<file path="src/rtl/pwm_measure.sv">
`default_nettype none
// ============================================================================
// Module   : pwm_measure
// Brief    : Measures the high time and the low time of a digital input, in
//            clkin cycles. Results come out in the same onperiod/offperiod
//            form that the pwm generator takes. A one-cycle valid strobe
//            follows every complete high+low period.
// Options  : PWM_MEASURE_SYNC_EN - when defined, a two-flop synchroniser
//            sits in front of the sample register, for asynchronous pin
//            inputs. This adds two cycles of latency. The counts do not
//            change.
// Revision : 1.0 - initial release
// ============================================================================
module pwm_measure #(
    parameter int WIDTH = 17
) (
    input  logic             clkin,
    input  logic             rst,
    input  logic             en,
    input  logic             sigin,
    output logic [WIDTH-1:0] onperiod,
    output logic [WIDTH-1:0] offperiod,
    output logic             valid,
    output logic             ovf
);

    localparam logic [1:0]       c_IDLE = 2'd0;
    localparam logic [1:0]       c_HIGH = 2'd1;
    localparam logic [1:0]       c_LOW  = 2'd2;
    localparam logic [WIDTH-1:0] c_MAX  = '1;
    localparam logic [WIDTH-1:0] c_ONE  = {{(WIDTH-1){1'b0}}, 1'b1};

    logic             w_sig_in;
    logic             r_s;
    logic             r_q;
    logic             w_rise;
    logic             w_fall;
    logic             w_cnt_max;
    logic [WIDTH-1:0] w_cnt_inc;

    logic [1:0]       r_state;
    logic [WIDTH-1:0] r_cnt;
    logic [WIDTH-1:0] r_hi_cnt;
    logic             r_hi_sat;
    logic [WIDTH-1:0] r_onperiod;
    logic [WIDTH-1:0] r_offperiod;
    logic             r_valid;
    logic             r_ovf;

`ifdef PWM_MEASURE_SYNC_EN
    logic r_meta;
    logic r_sync;

    // Two-flop synchroniser for sigin that is asynchronous to clkin.
    always_ff @(posedge clkin or posedge rst) begin
        if (rst) begin
            r_meta <= 1'b0;
            r_sync <= 1'b0;
        end else begin
            r_meta <= sigin;
            r_sync <= r_meta;
        end
    end

    assign w_sig_in = r_sync;
`else
    assign w_sig_in = sigin;
`endif

    // Sample register s and its one-cycle-delayed copy q, for edge detection.
    always_ff @(posedge clkin or posedge rst) begin
        if (rst) begin
            r_s <= 1'b0;
            r_q <= 1'b0;
        end else begin
            r_s <= w_sig_in;
            r_q <= r_s;
        end
    end

    assign w_rise    = r_s & ~r_q;
    assign w_fall    = ~r_s & r_q;
    // The phase counter holds at all-ones so that a long phase reads back as
    // saturated and never as a small wrapped value.
    assign w_cnt_max = (r_cnt == c_MAX);
    assign w_cnt_inc = w_cnt_max ? r_cnt : (r_cnt + c_ONE);

    // Measurement FSM. A rising edge starts the high phase. A falling edge
    // latches the high count. The next rising edge publishes the pair.
    always_ff @(posedge clkin or posedge rst) begin
        if (rst) begin
            r_state     <= c_IDLE;
            r_cnt       <= '0;
            r_hi_cnt    <= '0;
            r_hi_sat    <= 1'b0;
            r_onperiod  <= '0;
            r_offperiod <= '0;
            r_valid     <= 1'b0;
            r_ovf       <= 1'b0;
        end else begin
            r_valid <= 1'b0;
            if (!en) begin
                // Abort the measurement. The published results stay.
                r_state <= c_IDLE;
                r_cnt   <= '0;
            end else begin
                case (r_state)
                    c_IDLE: begin
                        // A level or partial phase has no defined start,
                        // so only a real rising edge begins a measurement.
                        if (w_rise) begin
                            r_state <= c_HIGH;
                            r_cnt   <= c_ONE;
                        end
                    end
                    c_HIGH: begin
                        if (w_fall) begin
                            r_hi_cnt <= r_cnt;
                            r_hi_sat <= w_cnt_max;
                            r_cnt    <= c_ONE;
                            r_state  <= c_LOW;
                        end else if (r_s) begin
                            r_cnt <= w_cnt_inc;
                        end
                    end
                    c_LOW: begin
                        if (w_rise) begin
                            r_onperiod  <= r_hi_cnt;
                            r_offperiod <= r_cnt;
                            r_valid     <= 1'b1;
                            r_ovf       <= r_hi_sat | w_cnt_max;
                            r_cnt       <= c_ONE;
                            r_state     <= c_HIGH;
                        end else if (!r_s) begin
                            r_cnt <= w_cnt_inc;
                        end
                    end
                    default: begin
                        r_state <= c_IDLE;
                        r_cnt   <= '0;
                    end
                endcase
            end
        end
    end

    assign onperiod  = r_onperiod;
    assign offperiod = r_offperiod;
    assign valid     = r_valid;
    assign ovf       = r_ovf;

endmodule
`default_nettype wire

</file>
<file path="config.mk">
export PLATFORM = sky130hd
export DESIGN_NAME = pwm_measure
export DESIGN_NICKNAME = d
export VERILOG_FILES = /design/src/rtl/pwm_measure.sv
export SDC_FILE = /design/constraint.sdc
export NUM_CORES = 1
export LEC_CHECK = 0
export BUFFER_PORTS_ARGS = -buffer_cell sky130_fd_sc_hd__buf_2
export CAP_MARGIN = 30
export CORE_MARGIN = 2
export CORE_UTILIZATION = 54
export CTS_BUF_LIST = sky130_fd_sc_hd__clkbuf_2 sky130_fd_sc_hd__clkbuf_4 sky130_fd_sc_hd__clkbuf_8
export CTS_CLUSTER_SIZE = 12
export DETAILED_ROUTE_END_ITERATION = 16
export GPL_TIMING_DRIVEN = 1
export HOLD_SLACK_MARGIN = 0.02
export PLACE_DENSITY = 0.78
export SLEW_MARGIN = 0
export SYNTH_ARGS = -nofsm -noshare
export SYNTH_HDL_FRONTEND = slang
export SYNTH_SLANG_ARGS = --single-unit
</file>
<file path="constraint.sdc">
create_clock -name clkin -period 2.3 [get_ports clkin]
set_clock_uncertainty 0.2 [all_clocks]
set_input_delay 0.115 -clock clkin [delete_from_list [all_inputs] [get_ports clkin]]
set_output_delay 0.115 -clock clkin [all_outputs]
set_load 0.03 [all_outputs]
</file>
## Yosys cells after proc, flatten, opt, wreduce, memory -nomap -nowiden

Cells that the tools add are included.
Widths: inputs -> output; s select.

| storage, ports and cells | value |
|---|---|
| register bits after elaboration | 75 |
| bits of input ports | 4 |
| output and inout port bits | 36 |
| word-level logic and storage cells | 45 |

| cells by class | value |
|---|---|
| $add $sub $neg | 1 |
| eq/ne operators | 8 |
| muxes and demuxes | 15 |
| bitwise logic cells | 5 |
| reduce and logical (&&, ||, !) cells | 6 |

Operators with widths:

| operator | count |
|---|---|
| $mux 17 | 7 |
| $pmux 17 s3 | 1 |
| $add 17x1->17 const B | 1 |
| $eq 17x17->1 const B | 1 |
| $reduce_and 3->1 | 3 |
| $ne 4x4->1 const B | 2 |
| $mux 2 | 3 |
| $ne 3x3->1 const B | 2 |
| $pmux 2 s2 | 1 |
| $mux 1 | 3 |
| $ne 3x2->1 const B | 1 |
| $and 1x1->1 | 2 |
| $eq 2x1->1 const B | 1 |
| $eq 2x2->1 const B | 1 |
| $logic_not 2->1 | 1 |
| $not 1->1 | 2 |
| $reduce_and 2->1 | 1 |
| $reduce_or 2->1 | 1 |
| $or 1x1->1 | 1 |

## Depth between registers and ports, before layout

Gate-level depths: netlist (run 1).

| logic depth | value |
|---|---|
| depth after elaboration | 6 |
| mapped depth | 7 |
| depth with buffers taken out | 6 |

## Worst setup path before layout (run 1)

Ideal clock, no wire load.

| path | value |
|---|---|
| path type | register to register |
| start point | register r_cnt[0] |
| end point | register r_cnt[0] |
| library setup time | 0.133 ns |
| data arrival time | 1.696 ns |
| required time | 1.967 ns |
| path slack | 0.271 ns |
| cell stages (with the launch flop) | 7 |
| buffers on the path | 0 |
| period minus slack after synthesis | 2.029 ns |
| path through | dfrtp_1 > ha_1 > nand3_1 > or2_2 > or2_2 > nor4_1 > nor4_1 |

| between the ends | value |
|---|---|
| word-level cells in the longest chain between the ends | 6 |
| elaborated cells between the ends (all ways) | 9 |
| classes of those cells | add/sub (1); eq/ne (1); mux (7) |

Ends and longest elaborated chain:

| what | RTL line | RTL |
|---|---|---|
| start: declaration | 42 | `logic [WIDTH-1:0] r_cnt;` |
| start signal: assignment | 113 | `r_cnt <= c_ONE;` |
| start signal: assignment | 120 | `r_cnt <= c_ONE;` |
| start signal: assignment | 123 | `r_cnt <= w_cnt_inc;` |
| $add 17x1->17 or $eq 17x17->1 (tied branches) | 86, 85 |  |
| $mux 17 (*) | 86 | `assign w_cnt_inc = w_cnt_max ? r_cnt : (r_cnt + c_ONE);` |
| $mux 17, on equally long branches | 134, 122 |  |
| $mux 17, on equally long branches | 127, 117 |  |
| $pmux 17 s3 (*) | 107 | `case (r_state)` |
| $mux 17 (*) | 102 | `if (!en) begin` |

Every way passes the cells marked *; elsewhere a longest branch is shown, timed or not. The select of a mux whose other input is x is not followed.
A chain may end at the register's enable or synchronous reset.

## Worst setup path after layout (run 1)

| path | value |
|---|---|
| start point | register r_cnt[0] |
| end point | register r_cnt[7] |

Same word-level chain as after synthesis.

==> summary.md, run 1 <==
| Metric | Value |
|---|---|
| Syn. warnings | 0 |
| CP endpoint kind | flop |
| CP delay by family, top | compound AO/OA/AOI/OAI gates |
| Worst endpoint required time | 2.36 ns |
| Die X | 80.4 um |
| Slew margin rel. | 57.2% |
| Seq/Total Area, Yosys | 59.6% |
| Most frequent cells in the layout | dfrtp_1, nand2_1, buf_2, mux2_2, nor2_1 |
| Total placed instance area | 0.00346 mm^2 |
| CTS tree | yes |
| Crit path depth | 6 |
| CTS Buf Count | 9 |
| Placement Rows | 27 |
| Initial core utilization | 56.5% |
| PortBufs | 39 |
| Post-Syn Nets | 289 |
| Critical Path Max Stage Delay | 0.47 ns |
| CP Cell Sequence | ha_1 -> nand3_1 -> or2_2 -> o21a_1 -> a311o_1 -> o31ai_1 |
| Clock Tree Root | clkbuf_8 |
| CTS Buffer Depth | 2 |
| Initial DRC count | 231 |
| # fillers | 468 |
| Layout area overhead | 16.1% |
| Full die area | 0.00646 mm^2 |
| WL final | 5960 um |
| Avg Cell Area, Syn | 11.1 um^2 |
| Worst-margin pin slew | 0.642 ns |
| CP arrival | 2.18 ns |
| Antenna violations before repair | 0 |
| Post-synth cell types | 46 |
| Die Span Y | 80.4 um |
| Share of layout cells above drive strength 1 | 30.2% |
| Vias | 2229 |
| Worst setup path class | reg2reg |
| Hold Path Class | in2async |
| Gate power share | 4.2% |
| Setup slack, reg-to-reg | 0.18 ns |
| DR pass1 iterations | 4 |
| Cell Area, Synth | 0.00315 mm^2 |
| Clock group share of total power | 37.8% |
| Overflow after GRT | 0 |
| P_leak | 1.91 nW |
| R2r endpoint | r_cnt[7]$_DFFE_PP0P_ |
| Pint | 1.77 mW |
| Antenna Cells | 0 |
| Status | complete, no violations |
| DRC Markers | 0 |
| R2R Path Start | r_cnt[0]$_DFFE_PP0P_ |
| Ys flop type | dfrtp_1 |
| Vias in the first global route | 2037 |
| Async SR Flop Fraction | 100% |
| Htree depth | 3 |
| Setup violators final | 0 |
| Minimum clock period | 2.12 ns |
| GPL Wtd Cong | 0.869 |
| Post-synthesis cell count | 284 |
| Clock slew at reported path FFs | 0.08 ns |
| Placeable Area | 0.00557 mm^2 |
| Sw Pwr | 0.541 mW |
| RSZ-0062 raised after global routing | false |
| PostCTS Resize Cnt | 0 |
| Commonest non-fill, non-tap cell in the layout | dfrtp_1 |
| Max-slew violation count | 0 |
| First-pass GRT wire length | 9880 um |
| CP Launch Type | flop |
| Routed Antenna Nets | 0 |
| Final hold vios | 0 |
| Sw Share | 23.4% |
| Post-route cell area | 0.00366 mm^2 |
| Total track usage | 21.0% |
| Peak supply drop | 0.000349 V |
| Post-synth EDFFs | 0 |
| Cell Pwr Density | 632 mW/mm^2 |
| Max_cap viols | 0 |
| Final #Nets | 339 |
| Worst Setup EP | r_cnt[7]$_DFFE_PP0P_ |
| Reg2Reg Depth | 6 |
| Final worst-path cycle share | 92.2% |
| Crit path max fanout | 8 |
| Buf/Inv on CP | 0 |
| Vias per std cell | 5.44 |
| Max frequency | 0.471 GHz |
| DR WL/cell | 14.5 um |
| Final HPWL DP | 4100 um |
| Largest net degree at the start of global routing | 76 |
| IO Pins | 40 |
| CTS Sinks | 75 |
| Critical Path Start | r_cnt[0]$_DFFE_PP0P_ |
| Part of the power in registers | 58.1% |
| Crit-path slowest cell | dfrtp_1 |
| Seq cells post-synth | 75 |
| Skew-Pair Late Insertion Delay | 0.34 ns |
| TNS Setup | 0 ns |
power by group through the flow:
stage | Sequential [mW] | Combinational (mW) | Clock [mW]
after detailed placement | 1.37 | 0.0941 | 0
after global placement | 1.37 | 0.0926 | 0
after CTS | 1.34 | 0.0984 | 0.894
final | 1.34 | 0.0963 | 0.873
after global routing | 1.34 | 0.108 | 0.945
after floorplan | 1.37 | 0.0648 | 0
logic make-up after synthesis:
group | synth area share (%)
buffers and inverters | 2.03
DFF | 59.6
adders and majority gates | 0.397
AOI/OAI and AO/OA | 6.91
and+or+nand+nor | 18.6
xor gates and xnor gates | 1.11
muxes | 11.4
Yosys cell counts, types with 2 or more instances:
| cell | count | share of area [%] |
|---|---|---|
| or3_1 | 3 | 0.60 |
| and2_1 | 3 | 0.60 |
| nand3_1 | 8 | 1.3 |
| mux2i_1 | 2 | 0.64 |
| nor2b_1 | 4 | 0.79 |
| or2_2 | 2 | 0.40 |
| and4_2 | 2 | 0.64 |
| clkbuf_1 | 7 | 0.83 |
| a21oi_1 | 5 | 0.79 |
| nand2b_1 | 4 | 0.79 |
| nor2_1 | 11 | 1.3 |
| nand2_1 | 69 | 8.2 |
| nand4_1 | 5 | 0.99 |
| o21ai_0 | 10 | 1.6 |
| nor4_1 | 2 | 0.40 |
| xor2_1 | 4 | 1.1 |
| nor3_1 | 2 | 0.32 |
| buf_2 | 3 | 0.48 |
| mux2_2 | 30 | 11 |
| and3_1 | 3 | 0.60 |
| inv_1 | 3 | 0.36 |
| o21a_1 | 3 | 0.72 |
| a31oi_1 | 2 | 0.40 |
| dfrtp_1 | 75 | 60 |
routing by layer:
| metal | part of all wire, % | vias up | global-route usage, % |
|---|---|---|---|
| met5 | 0 | - | 0 |
| met4 | 2.2 | 0 | 11.7 |
| met3 | 3.5 | 11 | 4.04 |
| met2 | 45 | 44 | 30.0 |
| met1 | 49 | 1078 | 30.2 |
| li1 | - | 1096 | - |
per-stage QoR:
step                utilization, %  setup WS (ns)  hold slack, ns  cells  power [mW]
floorplan                        -         0.0750         -0.0536    284        1.43
global placement              62.0          0.245          0.0240    392        1.46
detailed placement            62.0          0.188          0.0244    392        1.46
CTS                           65.6          0.165           0.192    410        2.33
global route                  65.6        0.00866           0.215    410        2.40
finish                        65.6          0.179           0.181    410        2.31
registers in the layout, indices dropped and copies added, names as in the netlist:
register,count
offperiod,17
r_s,1
r_cnt,17
r_state,2
r_hi_sat,1
onperiod,17
ovf,1
r_q,1
valid,1
r_hi_cnt,17
final cells by class:
type                            count  area (um^2)  share of cell area [%]
Tap cell                           72         90.1                    2.46
Sequential cell                    75         1880                    51.3
Inverter                            4         15.0                   0.411
Clock buffer                       10          138                    3.76
Multi-Input combinational cell    194         1210                    33.1
Clock inverter                      5         30.0                   0.821
Timing Repair Buffer               50          298                    8.15
repair_timing:
action / in CTS / in global routing
hold buffers: 3 / 0
buffers inserted: 0 / 0
setup endpoints to repair: 0 / 0
endpoints found under the hold margin: 79 / 0
worst min path at each step:
stage	startpoint	end	cells past startpoint
global route	rst	onperiod[13]$_DFFE_PP0P_	4
floorplan	sigin	r_s$_DFF_PP0_	0
global placement	sigin	r_s$_DFF_PP0_	1
CTS	rst	onperiod[11]$_DFFE_PP0P_	4
detailed placement	sigin	r_s$_DFF_PP0_	1
finish	rst	r_hi_cnt[11]$_DFFE_PP0P_	4
worst min-delay path: stages:
cell           delay (ns)
dlygate4sd3_1        0.53
buf_2                0.12
inv_2                0.06
buf_12               0.32
Note: power is estimated with default switching activity, not from simulation.
==> inputs of run 2 (changes only) <==
--- a/config.mk
+++ b/config.mk
@@ -5,13 +5,13 @@
 export SDC_FILE = /design/constraint.sdc
 export NUM_CORES = 1
 export LEC_CHECK = 0
-export BUFFER_PORTS_ARGS = -buffer_cell sky130_fd_sc_hd__buf_2
 export CAP_MARGIN = 30
 export CORE_MARGIN = 2
-export CORE_UTILIZATION = 54
+export CORE_UTILIZATION = 59
 export CTS_BUF_LIST = sky130_fd_sc_hd__clkbuf_2 sky130_fd_sc_hd__clkbuf_4 sky130_fd_sc_hd__clkbuf_8
 export CTS_CLUSTER_SIZE = 12
 export DETAILED_ROUTE_END_ITERATION = 16
+export DONT_BUFFER_PORTS = 1
 export GPL_TIMING_DRIVEN = 1
 export HOLD_SLACK_MARGIN = 0.02
 export PLACE_DENSITY = 0.78
==> summary.md, run 2 (synthesis gave the netlist of run 1 again) <==
| Metric | Value |
|---|---|
| Setup violators final | 0 (unchanged) |
| Crit path max fanout | 7 (-1) |
| Max-slew violation count | 0 (unchanged) |
| # fillers | 429 (-8.3%) |
| Share of layout cells above drive strength 1 | 21.6% (-8.6 points) |
| Die Span Y | 77.1 um (-4.1%) |
| Die X | 77.1 um (-4.1%) |
| PortBufs | 0 (-100%) |
| Layout area overhead | 10.6% |
| Placeable Area | 0.00514 mm^2 (-7.8%) |
| RSZ-0062 raised after global routing | false |
| Hold Path Class | in2reg |
| Peak supply drop | 0.000521 V (+49%) |
| Final #Nets | 301 (-11%) |
| DR WL/cell | 16.0 um (+10%) |
| Minimum clock period | 2.13 ns (+0.00623 ns) |
| Routed Antenna Nets | 0 (unchanged) |
| Final worst-path cycle share | 92.5% (+0.27 points) |
| Vias | 2115 (-5.1%) |
| Most frequent cells in the layout | dfrtp_1, nand2_1, mux2_2, nor2_1, clkbuf_8 |
| Gr busiest metal | met2 |
| Clock Tree Root | clkbuf_8 |
| Slew margin rel. | 57.2% (about the same) |
| Total track usage | 22.1% (+1.1 points) |
| Skew-Pair Late Insertion Delay | 0.34 ns (about the same) |
| CP arrival | 2.17 ns (about the same) |
| Largest net degree at the start of global routing | 76 (unchanged) |
| TNS Setup | 0 ns (unchanged) |
| Htree depth | 3 (unchanged) |
| GPL Wtd Cong | 0.890 (+2.4%) |
| Worst endpoint required time | 2.34 ns (-0.02 ns) |
| Antenna Cells | 0 (unchanged) |
| Vias in the first global route | 2124 (+4.3%) |
| Worst setup path class | reg2reg |
| Min Hold Slack | 0.0123 ns (-0.168 ns) |
| Final hold vios | 0 (unchanged) |
| Final HPWL DP | 3910 um (-4.5%) |
| CTS Buffer Depth | 2 (unchanged) |
| Hold Path Depth | 2 |
| WL final | 5940 um (-0.37%) |
| Worst-margin pin slew | 0.642 ns (+0.0000151 ns) |
| First-pass GRT wire length | 10400 um (+5.0%) |
| IO Pins | 40 (unchanged) |
| Reg2Reg Depth | 6 (unchanged) |
| Initial DRC count | 180 (-22%) |
| Met2 usage in global routing | 33.1% (+3.1 points) |
| Max frequency | 0.470 GHz (-0.29%) |
| P_leak | 1.71 nW (-11%) |
| CTS Buf Count | 9 (unchanged) |
| Vias per std cell | 5.70 (+4.9%) |
| CTS tree | yes |
| DR pass1 iterations | 4 (unchanged) |
| Clock slew at reported path FFs | 0.08 ns (about the same) |
| Commonest non-fill, non-tap cell in the layout | dfrtp_1 |
| Placement Rows | 26 (-3.7%) |
| CP Launch Type | flop |
| Cell Pwr Density | 679 mW/mm^2 (+7.4%) |
| Max_cap viols | 0 (unchanged) |
| DRC Markers | 0 (unchanged) |
| Overflow after GRT | 0 (unchanged) |
| CTS Sinks | 75 (unchanged) |
| Initial core utilization | 61.3% (+4.8 points) |
| Status | complete, no violations |
| PostCTS Resize Cnt | 0 (unchanged) |
| Routing usage on met3 | 7.41% (+3.4 points) |
| Met1 usage | 31.3% (+1.1 points) |
| CP endpoint kind | flop |
| Antenna violations before repair | 0 (unchanged) |
| Full die area | 0.00594 mm^2 (-8.1%) |
[run 2: timing repair]
item,CTS,global route
hold endpoints to repair,94,0
setup endpoints to repair,0,0
buffers inserted,0,0
hold buffers,3,0
[run 2: report_power, final]
group / internal (mW) / switching [mW] / total [mW]
combinational: 0.0313 / 0.0642 / 0.0955
sequential: 1.33 / 0.0151 / 1.35
clock: 0.459 / 0.464 / 0.923
total: 1.82 / 0.543 / 2.36
[run 2: metal layers]
layer	up-vias	part of all wire (%)
met1	1041	47
met5	-	0
li1	1004	-
met3	4	6.8
met2	66	46
met4	0	0.61
[run 2: critical path, cell delays in order (launching register included)]
cell and delay [ns]:
dfrtp_1 0.45, ha_1 0.23, nand3_1 0.10, or2_2 0.35, o21ai_1 0.31, nor4b_1 0.11, nor4_1 0.28
[run 2: layout make-up]
class,instances,area (um^2),area share [%]
clock inverter,4,25.0,0.719
tap,70,87.6,2.52
clock buffer,12,159,4.56
inverter,4,15.0,0.431
timing repair buffer,12,110,3.16
sequential,75,1880,53.9
multi-input combinational,194,1210,34.7
[run 2: worst paths after layout]
kind | endpoint | slack [ns] | from
setup / recovery | r_cnt[0]$_DFFE_PP0P_ | 0.17 | r_cnt[1]$_DFFE_PP0P_
hold / removal | offperiod[7]$_DFFE_PP0P_ | 0.01 | en
setup reg to reg | r_cnt[0]$_DFFE_PP0P_ | 0.17 | r_cnt[1]$_DFFE_PP0P_
hold reg to reg | r_q$_DFF_PP0_ | 0.23 | r_s$_DFF_PP0_
max in group asynchronous | offperiod[15]$_DFFE_PP0P_ | 1.48 | rst
min in group asynchronous | r_hi_cnt[11]$_DFFE_PP0P_ | 0.11 | rst
[run 2: through the flow]
stage | instance area, um^2 | setup WS (ns) | cells | util (%) | total power, mW
CTS | 3480 | 0.204 | 371 | 67.7 | 2.38
floorplan | 3150 | 0.0750 | 284 | - | 1.43
detailed placement | 3270 | 0.230 | 352 | 63.6 | 1.46
finish | 3480 | 0.172 | 371 | 67.7 | 2.36
global placement | 3270 | 0.288 | 352 | 63.6 | 1.46
global route | 3480 | 0.0250 | 371 | 67.7 | 2.45
